$ cat src/rtl/pcd8544_sprite_seq_if.sv
`default_nettype none
// ------------------------------------------------------------------
// pcd8544_sprite_seq_if : draw request, sprite ROM and spi_master bundle
// Rev 1.0
// ------------------------------------------------------------------
interface pcd8544_sprite_seq_if #(
  parameter int SEL_W  = 2,
  parameter int ROM_AW = 8
) ();
  logic              draw_req;
  logic [6:0]        draw_x;
  logic [2:0]        draw_bank;
  logic [SEL_W-1:0]  draw_sel;
  logic [1:0]        draw_mode;
  logic [ROM_AW-1:0] rom_addr;
  logic [7:0]        rom_data;
  logic [7:0]        tx_data;
  logic              tx_dc;
  logic              tx_start;
  logic              tx_avail;
  logic              ready;
  logic              done;
  logic              err;
  logic              back;

  // master: the sequencer itself
  modport master (
    input  draw_req, draw_x, draw_bank, draw_sel, draw_mode, rom_data, tx_avail,
    output rom_addr, tx_data, tx_dc, tx_start, ready, done, err, back
  );

  // slave: game logic, sprite ROM and spi_master around the sequencer
  modport slave (
    output draw_req, draw_x, draw_bank, draw_sel, draw_mode, rom_data, tx_avail,
    input  rom_addr, tx_data, tx_dc, tx_start, ready, done, err, back
  );
endinterface
`default_nettype wire

$ cat src/rtl/pcd8544_sprite_seq.sv
`default_nettype none
// ------------------------------------------------------------------
// pcd8544_sprite_seq : PCD8544 init/clear plus clipped sprite blitter
// Rev 1.0
// ------------------------------------------------------------------
module pcd8544_sprite_seq #(
  parameter int         SPRITE_W     = 16,
  parameter int         SPRITE_PAGES = 2,
  parameter int         SPRITE_COUNT = 4,
  parameter int         ROM_AW       = 8,
  parameter logic [6:0] CONTRAST     = 7'h10
) (
  input  wire logic            clock,
  input  wire logic            Reset,
  pcd8544_sprite_seq_if.master bus
);
  localparam int         SEL_W   = (SPRITE_COUNT > 1) ? $clog2(SPRITE_COUNT) : 1;
  localparam logic [7:0] W8      = 8'(SPRITE_W);
  localparam logic [3:0] PAGES4  = 4'(SPRITE_PAGES);
  localparam int         SPR_SZ  = SPRITE_W * SPRITE_PAGES;

  typedef enum logic [3:0] {
    S_INIT_CMD  = 4'd0,
    S_CLR_SETX  = 4'd1,
    S_CLR_SETY  = 4'd2,
    S_CLR_DATA  = 4'd3,
    S_IDLE      = 4'd4,
    S_DRW_SETX  = 4'd5,
    S_DRW_SETY  = 4'd6,
    S_DRW_FETCH = 4'd7,
    S_DRW_DATA  = 4'd8,
    S_DONE      = 4'd9
  } state_t;

  state_t             state_q, state_d;
  logic [1:0]         init_idx_q, init_idx_d;
  logic [8:0]         clr_cnt_q, clr_cnt_d;
  logic [2:0]         page_q, page_d;
  logic [7:0]         col_q, col_d;
  logic [6:0]         x_q, x_d;
  logic [2:0]         bank_q, bank_d;
  logic [SEL_W-1:0]   sel_q, sel_d;
  logic [1:0]         mode_q, mode_d;
  logic               loaded_q, loaded_d;
  logic [7:0]         tx_data_q, tx_data_d;
  logic               tx_dc_q, tx_dc_d;
  logic               tx_start_q, tx_start_d;
  logic [ROM_AW-1:0]  rom_addr_q, rom_addr_d;
  logic               ready_q, ready_d;
  logic               done_q, done_d;
  logic               err_q, err_d;
  logic               back_q, back_d;

  logic [3:0] w_page_nxt;
  logic [3:0] w_bank_cur;
  logic [3:0] w_bank_nxt;
  logic       w_page_ok;
  logic [7:0] w_col_nxt;
  logic [7:0] w_xc_nxt;
  logic       w_col_ok;
  logic [7:0] w_byte;

  function automatic logic [7:0] init_cmd(input logic [1:0] idx);
    case (idx)
      2'd0:    return 8'h21;
      2'd1:    return {1'b1, CONTRAST};
      2'd2:    return 8'h20;
      default: return 8'h0C;
    endcase
  endfunction

  function automatic logic [ROM_AW-1:0] addr_of(input logic [SEL_W-1:0] sel,
                                                input logic [2:0] p,
                                                input logic [7:0] c);
    logic [31:0] a;
    a = 32'(sel) * 32'(SPR_SZ) + 32'(p) * 32'(SPRITE_W) + 32'(c);
    return ROM_AW'(a);
  endfunction

  assign w_page_nxt = {1'b0, page_q} + 4'd1;
  assign w_bank_cur = {1'b0, bank_q} + {1'b0, page_q};
  assign w_bank_nxt = {1'b0, bank_q} + w_page_nxt;
  assign w_page_ok  = (w_page_nxt < PAGES4) && (w_bank_nxt <= 4'd5);
  assign w_col_nxt  = col_q + 8'd1;
  assign w_xc_nxt   = {1'b0, x_q} + w_col_nxt;
  assign w_col_ok   = (w_col_nxt < W8) && (w_xc_nxt <= 8'd83);

  always_comb begin
    case (mode_q)
      2'd1:    w_byte = 8'h00;
      2'd2:    w_byte = ~bus.rom_data;
      default: w_byte = bus.rom_data;
    endcase
  end

  always_comb begin
    state_d    = state_q;
    init_idx_d = init_idx_q;
    clr_cnt_d  = clr_cnt_q;
    page_d     = page_q;
    col_d      = col_q;
    x_d        = x_q;
    bank_d     = bank_q;
    sel_d      = sel_q;
    mode_d     = mode_q;
    loaded_d   = loaded_q;
    tx_data_d  = tx_data_q;
    tx_dc_d    = tx_dc_q;
    tx_start_d = 1'b1;
    rom_addr_d = rom_addr_q;
    ready_d    = ready_q;
    done_d     = 1'b0;
    err_d      = 1'b0;
    back_d     = back_q;

    unique case (state_q)
      S_INIT_CMD: begin
        // first post-reset cycle only loads the opening command
        if (!tx_start_q) begin
          tx_data_d = init_cmd(2'd0);
          tx_dc_d   = 1'b0;
        end else if (bus.tx_avail) begin
          if (init_idx_q == 2'd3) begin
            state_d   = S_CLR_SETX;
            tx_data_d = 8'h80;
          end else begin
            init_idx_d = init_idx_q + 2'd1;
            tx_data_d  = init_cmd(init_idx_q + 2'd1);
          end
        end
      end
      S_CLR_SETX: begin
        if (bus.tx_avail) begin
          state_d   = S_CLR_SETY;
          tx_data_d = 8'h40;
        end
      end
      S_CLR_SETY: begin
        if (bus.tx_avail) begin
          state_d   = S_CLR_DATA;
          tx_data_d = 8'h00;
          tx_dc_d   = 1'b1;
          clr_cnt_d = 9'd0;
        end
      end
      S_CLR_DATA: begin
        if (bus.tx_avail) begin
          if (clr_cnt_q == 9'd503) begin
            state_d = S_IDLE;
            ready_d = 1'b1;
            back_d  = 1'b1;
          end else begin
            clr_cnt_d = clr_cnt_q + 9'd1;
          end
        end
      end
      S_IDLE: begin
        if (bus.draw_req) begin
          if ((bus.draw_x > 7'd83) || (bus.draw_bank > 3'd5)) begin
            err_d = 1'b1;
          end else begin
            x_d       = bus.draw_x;
            bank_d    = bus.draw_bank;
            sel_d     = bus.draw_sel;
            mode_d    = bus.draw_mode;
            page_d    = 3'd0;
            ready_d   = 1'b0;
            state_d   = S_DRW_SETX;
            tx_data_d = {1'b1, bus.draw_x};
            tx_dc_d   = 1'b0;
          end
        end
      end
      S_DRW_SETX: begin
        if (bus.tx_avail) begin
          state_d   = S_DRW_SETY;
          tx_data_d = {4'h4, w_bank_cur};
        end
      end
      S_DRW_SETY: begin
        if (bus.tx_avail) begin
          state_d    = S_DRW_FETCH;
          col_d      = 8'd0;
          rom_addr_d = addr_of(sel_q, page_q, 8'd0);
          loaded_d   = 1'b0;
        end
      end
      S_DRW_FETCH: begin
        state_d  = S_DRW_DATA;
        loaded_d = 1'b0;
      end
      S_DRW_DATA: begin
        // rom_data is valid on entry; tx_avail only counts once the byte is loaded
        if (!loaded_q) begin
          tx_data_d = w_byte;
          tx_dc_d   = 1'b1;
          loaded_d  = 1'b1;
        end else if (bus.tx_avail) begin
          if (w_col_ok) begin
            col_d      = w_col_nxt;
            rom_addr_d = addr_of(sel_q, page_q, w_col_nxt);
            loaded_d   = 1'b0;
            state_d    = S_DRW_FETCH;
          end else if (w_page_ok) begin
            page_d    = w_page_nxt[2:0];
            state_d   = S_DRW_SETX;
            tx_data_d = {1'b1, x_q};
            tx_dc_d   = 1'b0;
          end else begin
            state_d = S_DONE;
            done_d  = 1'b1;
          end
        end
      end
      S_DONE: begin
        state_d = S_IDLE;
        ready_d = 1'b1;
      end
      default: begin
        state_d = S_INIT_CMD;
      end
    endcase
  end

  always_ff @(posedge clock or negedge Reset) begin
    if (!Reset) begin
      state_q    <= S_INIT_CMD;
      init_idx_q <= 2'd0;
      clr_cnt_q  <= 9'd0;
      page_q     <= 3'd0;
      col_q      <= 8'd0;
      x_q        <= 7'd0;
      bank_q     <= 3'd0;
      sel_q      <= '0;
      mode_q     <= 2'd0;
      loaded_q   <= 1'b0;
      tx_data_q  <= 8'h00;
      tx_dc_q    <= 1'b0;
      tx_start_q <= 1'b0;
      rom_addr_q <= '0;
      ready_q    <= 1'b0;
      done_q     <= 1'b0;
      err_q      <= 1'b0;
      back_q     <= 1'b0;
    end else begin
      state_q    <= state_d;
      init_idx_q <= init_idx_d;
      clr_cnt_q  <= clr_cnt_d;
      page_q     <= page_d;
      col_q      <= col_d;
      x_q        <= x_d;
      bank_q     <= bank_d;
      sel_q      <= sel_d;
      mode_q     <= mode_d;
      loaded_q   <= loaded_d;
      tx_data_q  <= tx_data_d;
      tx_dc_q    <= tx_dc_d;
      tx_start_q <= tx_start_d;
      rom_addr_q <= rom_addr_d;
      ready_q    <= ready_d;
      done_q     <= done_d;
      err_q      <= err_d;
      back_q     <= back_d;
    end
  end

  assign bus.tx_data  = tx_data_q;
  assign bus.tx_dc    = tx_dc_q;
  assign bus.tx_start = tx_start_q;
  assign bus.rom_addr = rom_addr_q;
  assign bus.ready    = ready_q;
  assign bus.done     = done_q;
  assign bus.err      = err_q;
  assign bus.back     = back_q;
endmodule
`default_nettype wire

$ cat src/flat_wrapper.sv
// flat-port wrapper written by rule: the top's interface ports become plain ports
module pcd8544_sprite_seq_flat 
#(
  parameter int         SPRITE_W     = 16,
  parameter int         SPRITE_PAGES = 2,
  parameter int         SPRITE_COUNT = 4,
  parameter int         ROM_AW       = 8,
  parameter logic [6:0] CONTRAST     = 7'h10
)
  (clock, Reset, bus_draw_req, bus_draw_x, bus_draw_bank, bus_draw_sel, bus_draw_mode, bus_rom_data, bus_tx_avail, bus_rom_addr, bus_tx_data, bus_tx_dc, bus_tx_start, bus_ready, bus_done, bus_err, bus_back);
  pcd8544_sprite_seq_if #(.SEL_W(2), .ROM_AW(ROM_AW)) bus_i ();
  input  wire logic clock;
  input  wire logic Reset;
  input wire logic [$bits(bus_i.draw_req)-1:0] bus_draw_req;
  input wire logic [$bits(bus_i.draw_x)-1:0] bus_draw_x;
  input wire logic [$bits(bus_i.draw_bank)-1:0] bus_draw_bank;
  input wire logic [$bits(bus_i.draw_sel)-1:0] bus_draw_sel;
  input wire logic [$bits(bus_i.draw_mode)-1:0] bus_draw_mode;
  input wire logic [$bits(bus_i.rom_data)-1:0] bus_rom_data;
  input wire logic [$bits(bus_i.tx_avail)-1:0] bus_tx_avail;
  output wire logic [$bits(bus_i.rom_addr)-1:0] bus_rom_addr;
  output wire logic [$bits(bus_i.tx_data)-1:0] bus_tx_data;
  output wire logic [$bits(bus_i.tx_dc)-1:0] bus_tx_dc;
  output wire logic [$bits(bus_i.tx_start)-1:0] bus_tx_start;
  output wire logic [$bits(bus_i.ready)-1:0] bus_ready;
  output wire logic [$bits(bus_i.done)-1:0] bus_done;
  output wire logic [$bits(bus_i.err)-1:0] bus_err;
  output wire logic [$bits(bus_i.back)-1:0] bus_back;
  assign bus_i.draw_req = bus_draw_req;
  assign bus_i.draw_x = bus_draw_x;
  assign bus_i.draw_bank = bus_draw_bank;
  assign bus_i.draw_sel = bus_draw_sel;
  assign bus_i.draw_mode = bus_draw_mode;
  assign bus_i.rom_data = bus_rom_data;
  assign bus_i.tx_avail = bus_tx_avail;
  assign bus_rom_addr = bus_i.rom_addr;
  assign bus_tx_data = bus_i.tx_data;
  assign bus_tx_dc = bus_i.tx_dc;
  assign bus_tx_start = bus_i.tx_start;
  assign bus_ready = bus_i.ready;
  assign bus_done = bus_i.done;
  assign bus_err = bus_i.err;
  assign bus_back = bus_i.back;
  pcd8544_sprite_seq #(.SPRITE_W(SPRITE_W), .SPRITE_PAGES(SPRITE_PAGES), .SPRITE_COUNT(SPRITE_COUNT), .ROM_AW(ROM_AW), .CONTRAST(CONTRAST)) u_core (.clock(clock), .Reset(Reset), .bus(bus_i));
endmodule
$ cat config.mk
export PLATFORM = sky130hd
export DESIGN_NAME = pcd8544_sprite_seq_flat
export DESIGN_NICKNAME = d
export VERILOG_FILES = /design/src/rtl/pcd8544_sprite_seq_if.sv /design/src/rtl/pcd8544_sprite_seq.sv /design/src/flat_wrapper.sv
export SDC_FILE = /design/constraint.sdc
export NUM_CORES = 1
export LEC_CHECK = 0
export BUFFER_PORTS_ARGS = -buffer_cell sky130_fd_sc_hd__buf_2
export CORE_ASPECT_RATIO = 0.75
export CORE_MARGIN = 5
export CORE_UTILIZATION = 53
export DETAILED_ROUTE_END_ITERATION = 10
export GPL_TIMING_DRIVEN = 0
export PLACE_DENSITY = 0.76
export SETUP_SLACK_MARGIN = 0.3
export SYNTH_ARGS = -nofsm -noshare
export SYNTH_HDL_FRONTEND = slang
export SYNTH_SLANG_ARGS = --single-unit
$ cat constraint.sdc
create_clock -name clock -period 3.15 [get_ports clock]
set_input_delay 0.63 -clock clock [delete_from_list [all_inputs] [get_ports clock]]
set_output_delay 0.63 -clock clock [all_outputs]
set_load 0.01 [all_outputs]
==> flow_summary_export.csv, run 1 <==
group,metric,value,unit
outcome,status,"complete, no violations",
pwr,power.density,800.3,mW/mm^2
pwr,peakVddDrop,570.9,uV
synthesis,synth_nets,510,
synthesis,ys.flop_type,"dfrtp_1",
synthesis,yosysSeqAreaShare,35.69,%
layout,post-route-util,70.22,%
place,io_buffers,46,
sta,hold_ws,348.5,ps
floorplanning,die_w,112.0,um
critical_path,path_buf_inv,3,
sta,fmaxAchievable,0.3198,GHz
sta,hold_violations,0,
worst_hold_path,hold_path.class,"in -> async",
clock_tree,cts-root-buf,"clkbuf_8",
critical_path,crit_fanout,7,
critical_path,critPathArrivalTime,3360,ps
grt,grt_pass1_vias,4003,
floorplanning,dieArea,0.009690,sq mm
critical_path,rrSetupSlack,20,ps
sta,worst_slew_pin_slew,755.2,ps
routing,routed_via_density,6.230,
synthesis,synth.largest_area_cell,"dfrtp_1",
routing,dr.pass1.iters,5,
clock_tree,clkLatencyLatePin,350,ps
synthesis,synth_top_area_share,35.69,%
sta,setup_tns,0,ps
sta,slew_headroom,49.66,%
synthesis,synth.distinct_cells,65,
sta,finalClockSkew,10.19,ps
synthesis,synth-simple-area-share,18.60,%
sta,final.period_utilization,99.27,%
grt,grt_pass1_wl,20.09,mm
synthesis,syn_area,0.004136,sq mm
grt,grt.overflow.total,0,
place,place_congestion,0.9147,
sta,fin_crit,3127,ps
critical_path,endpoint_kind,"register",
sta,setup_slack,22.91,ps
flow_run,cap_violations,0,
critical_path,r2r_end,"u_core.bus.tx_data[3]$_DFFE_PN0P_",
clock_tree,cts_tree,"built",
pwr,p_leak,2.508,nW
synthesis,synth-compound-area-share,18.97,%
place,place_ws,-184.8,ps
critical_path,reg2reg_from,"u_core.col_q[0]$_DFFE_PN0P_",
layout,synthToLayoutAreaGrowth,26.74,%
clock_tree,htreeDepth,3,
grt,grt_max_degree,60,
synthesis,avgSynthCellArea,9.172,sq um
sta,rsz0062_at_grt,"yes",
routing,postRouteAntennaNets,0,
layout,diodes,0,
synthesis,ys_warn_count,0,
floorplanning,initial_utilization,55.40,%
layout,fin_nets,600,
sta,setup_viol,0,
routing,first_iter_violations,404,
routing,detail_route.wl_per_cell,19.27,um
critical_path,ff2ff_path_depth,12,
floorplanning,fp.dieH,86.51,um
clock_tree,clk_pin_slew_worst_paths,70,ps
clock_tree,cts_sinks,59,
floorplanning,design.core.area,0.007466,sq mm
pwr,power,0.004195,W
grt,grt_antenna_before_repair,0,
synthesis,syn_inst,451,
grt,grt_usage,25.87,%
synthesis,synthXorXnorAreaFrac,2.904,%
clock_tree,cts_buffers,9,
routing,route.detailed.drc,0,
synthesis,synth_seq_cells,59,
clock_tree,cts_buffer_depth,2,
clock_tree,cts_hold_buf,0,
routing,wirelength,12.47,mm
critical_path,required,3380,ps
critical_path,crit_chain,"ha_4 -> inv_2 -> fa_2 -> xnor2_1 -> nor4bb_1 -> a221oi_2 -> o211ai_1 -> buf_4 -> a21oi_4 -> o211ai_4 -> buf_12 -> mux2_4",
synthesis,synth-adder-area-share,10.89,%
synthesis,synth_top_family_by_area,"compound AO/OA/AOI/OAI gates",
synthesis,ys_async_sr_fraction,100.0,%
critical_path,criticalPathCategory,"reg -> reg",
layout,layout_commonest_cell,"dfrtp_1",
routing,vias,4031,
critical_path,crit_slowest_cell,"dfrtp_2",
layout,final_cell_mix,"55 x dfrtp_1, 53 x buf_2, 37 x nand2_1",
floorplanning,ios,48,
critical_path,critPathLaunchType,"register",
sta,finalMaxSlewViolations,0,
synthesis,synth_area_leaders,"dfrtp_1 36%, ha_1 8.5%, mux2_2 6.3%",
layout,drive_gt1_share,30.95,%
critical_path,max_stage_delay,500,ps
place,post-dp-hpwl,7.993,mm
critical_path,cp_top_family,"adder cells",
synthesis,synth_enable_flop_cells,0,
floorplanning,placementRows,27,
synthesis,synth_mux_area_share,7.743,%
state kept, by name (all words and copies together) (netlist names), 2 cells and up:
signal,cells
u_core.x_q,7
u_core.mode_q,2
u_core.state_q,4
u_core.col_q,8
u_core.bank_q,3
u_core.bus.tx_data,8
u_core.page_q,3
u_core.bus.rom_addr,4
u_core.sel_q,2
u_core.init_idx_q,2
u_core.clr_cnt_q,9
repair_timing:
| item | 4_1_cts | 5_1_grt |
|---|---|---|
| pin swaps | 21 | 12 |
| setup endpoints to repair | 26 | 29 |
| cloned | 1 | 0 |
| setup buffers | 21 | 11 |
| gates resized for setup | 35 | 17 |
cell families after synthesis:
kind of cell,count (synthesis)
and+or+nand+nor,151
AOI/OAI and AO/OA,118
DFF,59
buffers and inverters,48
adders and majority gates,33
muxes,29
xor gates and xnor gates,12
other,1
Yosys cell counts (2+ instances only):
master,instances
o21a_1,4
buf_2,7
nand2_1,39
xor2_1,5
a21o_1,11
nor2b_1,6
buf_1,3
and3_1,6
mux2_2,23
and2_1,8
a221o_1,2
a211o_1,2
dfrtp_1,59
clkbuf_1,9
o31ai_1,3
o211ai_1,9
buf_4,4
a22o_1,3
a31oi_1,5
nand3b_1,2
nor2_1,36
nand4b_1,2
ha_1,28
nand4_1,5
a221oi_1,2
nand2b_1,12
o32ai_1,2
nand3_1,13
mux2i_1,5
xnor2_1,6
inv_1,24
fa_1,5
a21boi_0,2
or2_2,2
o21ai_0,28
a21oi_1,28
a211oi_1,4
nor3_1,9
nor3b_1,2
how the worst max path moves through the flow:
| stage | start | cells past startpoint | endpoint |
|---|---|---|---|
| 2_1_floorplan | u_core.col_q[0]$_DFFE_PN0P_ | 10 | u_core.bus.tx_data[0]$_DFFE_PN0P_ |
| 3_3_place_gp | u_core.col_q[0]$_DFFE_PN0P_ | 11 | u_core.bus.tx_data[3]$_DFFE_PN0P_ |
| 3_5_place_dp | u_core.col_q[1]$_DFFE_PN0P_ | 11 | u_core.bus.tx_data[4]$_DFFE_PN0P_ |
| 4_1_cts | u_core.col_q[0]$_DFFE_PN0P_ | 12 | u_core.bus.tx_data[3]$_DFFE_PN0P_ |
| 5_1_grt | u_core.col_q[0]$_DFFE_PN0P_ | 12 | u_core.bus.tx_data[3]$_DFFE_PN0P_ |
| 6_report | u_core.col_q[0]$_DFFE_PN0P_ | 12 | u_core.bus.tx_data[3]$_DFFE_PN0P_ |
final cells by class:
class | count | area, sq um
buffer | 24 | 121.4
clock buffer | 12 | 145.1
clock inverter | 4 | 50.05
fill | 537 | 2223
inverter | 24 | 92.59
multi-input combinational | 344 | 2724
sequential | 59 | 1481
tap | 101 | 126.4
timing repair buffer | 79 | 501.7
layer usage:
layer / GRT usage [%] / routed length [um] / vias up
met1: 34.79 / 5124 / 1932
li1: - / - / 1787
met3: 5.932 / 1150 / 52
met5: 0 / 0 / -
met4: 10.26 / 446 / 0
met2: 40.97 / 5744 / 260
worst register-to-register path, cell delays in order (launching register included):
cell and delay (ps):
dfrtp_2 500, ha_4 330, inv_2 40, fa_2 340, xnor2_1 170, nor4bb_1 420
a221oi_2 70, o211ai_1 170, buf_4 170, a21oi_4 80, o211ai_4 250, buf_12 160
mux2_4 300
power breakdown:
group          switching (W)  leakage, nW  total, W  internal, W
registers           0.000220        0.763   0.00120     0.000984
clock network       0.000318       0.0926  0.000704     0.000386
logic                0.00123         1.65   0.00229      0.00106
total                0.00177         2.51   0.00420      0.00243
through the flow:
| step | cell area [sq um] | std cells |
|---|---|---|
| after floorplan | 4146 | 451 |
| after global placement | 4503 | 598 |
| after detailed placement | 4503 | 598 |
| after CTS | 5047 | 636 |
| after global routing | 5243 | 647 |
| final | 5243 | 647 |
Note: power is estimated with default switching activity, not from simulation.
==> inputs of run 2 (changes only) <==
--- a/config.mk
+++ b/config.mk
@@ -5,10 +5,11 @@
 export SDC_FILE = /design/constraint.sdc
 export NUM_CORES = 1
 export LEC_CHECK = 0
-export BUFFER_PORTS_ARGS = -buffer_cell sky130_fd_sc_hd__buf_2
+export BUFFER_PORTS_ARGS = -buffer_cell sky130_fd_sc_hd__buf_4
 export CORE_ASPECT_RATIO = 0.75
 export CORE_MARGIN = 5
-export CORE_UTILIZATION = 53
+export CORE_UTILIZATION = 55
+export CTS_CLUSTER_DIAMETER = 40
 export DETAILED_ROUTE_END_ITERATION = 10
 export GPL_TIMING_DRIVEN = 0
 export PLACE_DENSITY = 0.76
==> constraint.sdc (replaced) <==
create_clock -name clock -period 4 [get_ports clock]
set_input_delay 0.8 -clock clock [delete_from_list [all_inputs] [get_ports clock]]
set_output_delay 0.8 -clock clock [all_outputs]
set_load 0.01 [all_outputs]
==> run 2 against run 1 <==
  * Design area is 8.2% lower
  * Worst setup slack better by 460 ps
  * Clock-buffer cell count is 2 lower
  * Register-to-register slack better by 460 ps
  * Flip-flop and latch count stayed put
  * Cell count is 5.1% lower
  * Clock power is 21% lower
  * First-iteration DRC count is 46% lower
  * Highest routed layer unchanged
  * Critical path depth is 2 lower
  * Hold slack better by 120 ps
  * Core utilization is 4.6 points lower
  * Non-clock buffer count is 33 lower
==> flow_summary_export.csv, run 2 (same netlist as run 1, synthesis figures left out) <==
group,metric,value,unit
grt,grt_antenna_before_repair,0,
routing,maxUsedRoutingLayer,"met4",
sta,fin_crit,3521,ps
critical_path,ff2ff_path_depth,10,
clock_tree,htreeDepth,3,
clock_tree,clkLatencyLatePin,350,ps
routing,wirelength,10.49,mm
critical_path,crit_fanout,8,
sta,rsz0062_at_grt,"no",
layout,largest-register,"u_core.clr_cnt_q",
sta,slew_headroom,50.65,%
pwr,peakVddDrop,489.6,uV
layout,synthToLayoutAreaGrowth,16.30,%
routing,dr.pass1.iters,5,
critical_path,required,4230,ps
clock_tree,cts_sinks,59,
floorplanning,initial_utilization,56.43,%
critical_path,reg2reg_from,"u_core.col_q[2]$_DFFE_PN0P_",
clock_tree,cts_buffer_depth,2,
clock_tree,clk_pin_slew_worst_paths,70,ps
routing,met2WireLength,4.592,mm
floorplanning,dieArea,0.009373,sq mm
place,io_buffers,46,
layout,fin_nets,567,
layout,largest_register_ffs,9,
routing,met3_wirelength,761,um
place,place_inst,598,
floorplanning,die_w,110.1,um
layout,drive_gt1_share,20.86,%
outcome,status,"complete, no violations",
floorplanning,fp.dieH,85.11,um
layout,fin_cells,614,
routing,vias,3634,
routing,routed_via_density,5.919,
worst_hold_path,hold_depth,1,
clock_tree,cts_tree,"built",
floorplanning,placementRows,27,
critical_path,critPathLaunchType,"register",
floorplanning,ios,48,
pwr,p_leak,2.321,nW
flow_run,cap_violations,0,
layout,layout_commonest_cell,"dfrtp_1",
grt,grt_max_degree,60,
worst_hold_path,hold_end,"u_core.bus.back$_DFFE_PN0P_",
sta,finalClockSkew,8.344,ps
floorplanning,design.core.area,0.007331,sq mm
clock_tree,cts_hold_buf,0,
clock_tree,cts_setup_buffers,0,
grt,grt.overflow.total,0,
worst_hold_path,hold_start,"u_core.bus.back$_DFFE_PN0P_",
sta,hold_violations,0,
sta,final.period_utilization,88.02,%
clock_tree,cts-root-buf,"clkbuf_8",
clock_tree,cts_buffers,9,
routing,route.detailed.drc,0,
clock_tree,post_cts_resized,0,
sta,finalMaxSlewViolations,0,
layout,final_cell_mix,"59 x dfrtp_1, 50 x buf_4, 39 x nand2_1",
pwr,power.density,632.0,mW/mm^2
layout,diodes,0,
critical_path,critPathArrivalTime,3750,ps
worst_hold_path,hold_path.class,"reg -> reg",
critical_path,r2r_end,"u_core.bus.tx_data[0]$_DFFE_PN0P_",
routing,postRouteAntennaNets,0,
routing,detail_route.wl_per_cell,17.08,um
sta,setup_tns,0,ps
place,post-dp-hpwl,8.046,mm
critical_path,criticalPathCategory,"reg -> reg",
routing,drt-met1-wl,4.939,mm
grt,grt_pass1_vias,3532,
sta,fmaxAchievable,0.2840,GHz
grt,grt_usage,23.90,%
critical_path,rrSetupSlack,480,ps
sta,worst_slew_pin_slew,740.3,ps
sta,setup_viol,0,
place,place_congestion,0.9303,
grt,grt_pass1_wl,17.50,mm
routing,first_iter_violations,220,
critical_path,endpoint_kind,"register",
-- run 2: how the worst max path moves through the flow --
stage          slack [ps]  depth (start not counted)                                end                   startpoint
6_report              480                         10  u_core.bus.tx_data[0]$_DFFE_PN0P_  u_core.col_q[2]$_DFFE_PN0P_
3_5_place_dp          520                         10  u_core.bus.tx_data[1]$_DFFE_PN0P_  u_core.col_q[2]$_DFFE_PN0P_
2_1_floorplan        1010                         10  u_core.bus.tx_data[0]$_DFFE_PN0P_  u_core.col_q[2]$_DFFE_PN0P_
5_1_grt               310                         10  u_core.bus.tx_data[5]$_DFFE_PN0P_  u_core.col_q[0]$_DFFE_PN0P_
3_3_place_gp          610                         10  u_core.bus.tx_data[3]$_DFFE_PN0P_  u_core.col_q[2]$_DFFE_PN0P_
4_1_cts               500                         10  u_core.bus.tx_data[1]$_DFFE_PN0P_  u_core.col_q[2]$_DFFE_PN0P_
-- run 2: layout make-up --
class | instances | area (sq um)
sequential | 59 | 1476
buffer | 24 | 121.4
fill | 631 | 2520
clock inverter | 6 | 65.06
clock buffer | 10 | 137.6
timing repair buffer | 46 | 345.3
multi-input combinational | 344 | 2449
inverter | 24 | 90.09
tap | 101 | 126.4
-- run 2: where the power goes --
part / switching (W) / total, W / leakage, nW / internal (W)
Clock: 0.000253 / 0.000557 / 0.102 / 0.000304
Sequential: 0.000151 / 0.000925 / 0.770 / 0.000774
Combinational: 0.000866 / 0.00156 / 1.45 / 0.000692
Total: 0.00127 / 0.00304 / 2.32 / 0.00177
-- run 2: worst max-delay path, cell delays in order (launching register included) --
cell and delay (ps):
dfrtp_1 480, nand3_1 110, nor2_1 120, xor2_1 530, ha_1 350, a21o_1 200
a211o_1 330, nor4_4 340, a21oi_2 190, o211ai_4 370, mux2_2 380
-- run 2: per-stage QoR --
stage | cell area [sq um] | hold WS (ps) | total power, W | utilization [%] | setup WS [ps]
floorplan | 4136 | 449.0 | 0.001997 | - | 1009
global placement | 4608 | 456.3 | 0.002407 | 62.86 | 612.6
detailed placement | 4608 | 455.1 | 0.002465 | 62.86 | 520.0
CTS | 4811 | 474.9 | 0.003041 | 65.63 | 498.2
global route | 4811 | 498.5 | 0.003263 | 65.63 | 310.8
finish | 4811 | 471.1 | 0.003040 | 65.63 | 479.1
-- run 2: layer usage --
metal | track usage, % | up-vias
met5 | 0 | -
met1 | 34.59 | 1763
met4 | 6.152 | 0
met2 | 35.19 | 131
met3 | 6.920 | 21
li1 | - | 1719
==> inputs of run 3 (changes only) <==
--- a/config.mk
+++ b/config.mk
@@ -10,9 +10,11 @@
 export CORE_MARGIN = 5
 export CORE_UTILIZATION = 55
 export CTS_CLUSTER_DIAMETER = 40
+export CTS_CLUSTER_SIZE = 30
 export DETAILED_ROUTE_END_ITERATION = 10
 export GPL_TIMING_DRIVEN = 0
 export PLACE_DENSITY = 0.76
+export RECOVER_POWER = 25
 export SETUP_SLACK_MARGIN = 0.3
 export SYNTH_ARGS = -nofsm -noshare
 export SYNTH_HDL_FRONTEND = slang
==> run 3 against run 2 <==
  * Clock-buffer cell count did not move
  * Combinational power barely moved
  * Cell count did not move
  * Clock power hardly changed
  * Hold slack did not move
  * Via count up 0.25%
  * Register-to-register slack barely moved
  * Total power about the same
  * Clock skew about the same
  * Core utilization about the same
  * Largest power group unchanged
  * Highest routed layer unchanged
==> flow_summary_export.csv, run 3 (same netlist as run 1, synthesis figures left out) <==
group,metric,value,unit
sta,setup_slack,485.2,ps
outcome,status,"complete, no violations",
layout,synthToLayoutAreaGrowth,16.24,%
layout,diodes,0,
floorplanning,design.core.area,0.007331,sq mm
critical_path,ff2ff_path_depth,10,
grt,grt_usage,23.90,%
clock_tree,cts_buffers,9,
sta,setup_viol,0,
layout,largest-register,"u_core.clr_cnt_q",
critical_path,crit_fanout,8,
clock_tree,cts_sinks,59,
critical_path,reg2reg_from,"u_core.col_q[2]$_DFFE_PN0P_",
pwr,p_clk_share,18.3,%
grt,grt_pass1_wl,17.50,mm
worst_hold_path,hold_start,"u_core.bus.back$_DFFE_PN0P_",
pwr,p_sw_share,41.75,%
floorplanning,ios,48,
sta,final.period_utilization,87.87,%
grt,grt.overflow.total,0,
sta,finalClockSkew,8.278,ps
flow_run,cap_violations,0,
worst_hold_path,hold_depth,1,
layout,multi_input_area,0.002449,sq mm
routing,detail_route.wl_per_cell,17.07,um
clock_tree,htreeDepth,3,
layout,nFillCells,632,
routing,first_iter_violations,220,
clock_tree,post_cts_resized,0,
layout,final_cell_mix,"59 x dfrtp_1, 49 x buf_4, 39 x nand2_1",
pwr,p_comb_share,51.3,%
place,io_buffers,46,
sta,fmaxAchievable,0.2845,GHz
layout,regArea,0.001476,sq mm
pwr,p_leak,2.320,nW
pwr,p_seq_share,30.4,%
floorplanning,die_w,110.1,um
grt,grt_pass1_vias,3532,
clock_tree,cts_tree,"built",
floorplanning,initial_utilization,56.43,%
sta,worst_slew_pin_slew,1445,ps
sta,hold_ws,471.1,ps
floorplanning,fp.dieH,85.11,um
layout,largest_register_ffs,9,
clock_tree,clk_pin_slew_worst_paths,70,ps
critical_path,critPathLaunchType,"register",
critical_path,endpoint_kind,"register",
place,place_ws,520.0,ps
critical_path,criticalPathCategory,"reg -> reg",
routing,dr.pass1.iters,5,
place,place_congestion,0.9303,
pwr,peakVddDrop,489.0,uV
sta,hold_violations,0,
layout,fin_nets,567,
sta,finalMaxSlewViolations,0,
critical_path,required,4230,ps
layout,drive_gt1_share,20.86,%
floorplanning,placementRows,27,
sta,rsz0062_at_grt,"no",
worst_hold_path,hold_path.class,"reg -> reg",
pwr,power,0.003038,W
clock_tree,cts_buffer_depth,2,
pwr,power.density,631.9,mW/mm^2
routing,route.detailed.drc,0,
pwr,p_sw,0.001269,W
critical_path,critPathArrivalTime,3750,ps
clock_tree,cts_setup_buffers,0,
routing,vias,3643,
place,post-dp-hpwl,8.046,mm
critical_path,r2r_end,"u_core.bus.tx_data[1]$_DFFE_PN0P_",
pwr,p_int,0.001770,W
layout,layout_commonest_cell,"dfrtp_1",
layout,post-route-util,65.59,%
grt,grt_max_degree,60,
critical_path,rrSetupSlack,490,ps
routing,wirelength,10.48,mm
sta,setup_tns,0,ps
sta,fin_crit,3515,ps
sta,slew_headroom,3.634,%
clock_tree,cts-root-buf,"clkbuf_8",
routing,routed_via_density,5.933,
grt,grt_antenna_before_repair,0,
clock_tree,clkLatencyLatePin,350,ps
floorplanning,dieArea,0.009373,sq mm
worst_hold_path,hold_end,"u_core.bus.back$_DFFE_PN0P_",
routing,postRouteAntennaNets,0,
clock_tree,cts_hold_buf,0,
[run 3: critical path, cell delays in order, from the launching register on]
cell,delay (ps)
dfrtp_1,480
nand3_1,110
nor2_1,120
xor2_1,530
ha_1,350
a21o_1,200
a211o_1,330
nor4_4,340
a21oi_2,190
o211ai_4,360
mux2_2,380
[run 3: area by class of cell]
type,count,area share [%]
Timing Repair Buffer,46,7.130
Sequential cell,59,30.71
Tap cell,101,2.628
Multi-Input combinational cell,344,50.92
Inverter,24,1.874
Buffer,24,2.524
Clock inverter,6,1.353
Clock buffer,10,2.862
[run 3: metal layers]
metal,share of wire (%),global-route usage [%],wire length [um]
met1,47,34.59,4965
met3,7.0,6.920,737
met2,44,35.19,4579
met5,0,0,0
met4,1.9,6.152,202
[run 3: worst max path at each step]
stage	endpoint	startpoint	slack, ps	depth (start not counted)
global route	u_core.bus.tx_data[5]$_DFFE_PN0P_	u_core.col_q[0]$_DFFE_PN0P_	310	10
global placement	u_core.bus.tx_data[3]$_DFFE_PN0P_	u_core.col_q[2]$_DFFE_PN0P_	610	10
floorplan	u_core.bus.tx_data[0]$_DFFE_PN0P_	u_core.col_q[2]$_DFFE_PN0P_	1010	10
detailed placement	u_core.bus.tx_data[1]$_DFFE_PN0P_	u_core.col_q[2]$_DFFE_PN0P_	520	10
CTS	u_core.bus.tx_data[1]$_DFFE_PN0P_	u_core.col_q[2]$_DFFE_PN0P_	500	10
finish	u_core.bus.tx_data[1]$_DFFE_PN0P_	u_core.col_q[2]$_DFFE_PN0P_	490	10
[run 3: power by group through the flow]
| stage | registers [W] | clock network (W) | logic, W |
|---|---|---|---|
| floorplan | 0.000917 | 0 | 0.00108 |
| global placement | 0.000925 | 0 | 0.00148 |
| detailed placement | 0.000933 | 0 | 0.00153 |
| CTS | 0.000923 | 0.000571 | 0.00155 |
| global route | 0.000946 | 0.000602 | 0.00171 |
| finish | 0.000925 | 0.000556 | 0.00156 |
[run 3: per-stage QoR]
| stage | area [sq um] | instances |
|---|---|---|
| after floorplan | 4136 | 451 |
| after global placement | 4608 | 598 |
| after CTS | 4811 | 614 |
| after global routing | 4808 | 614 |
| final | 4808 | 614 |
| after detailed placement | 4608 | 598 |
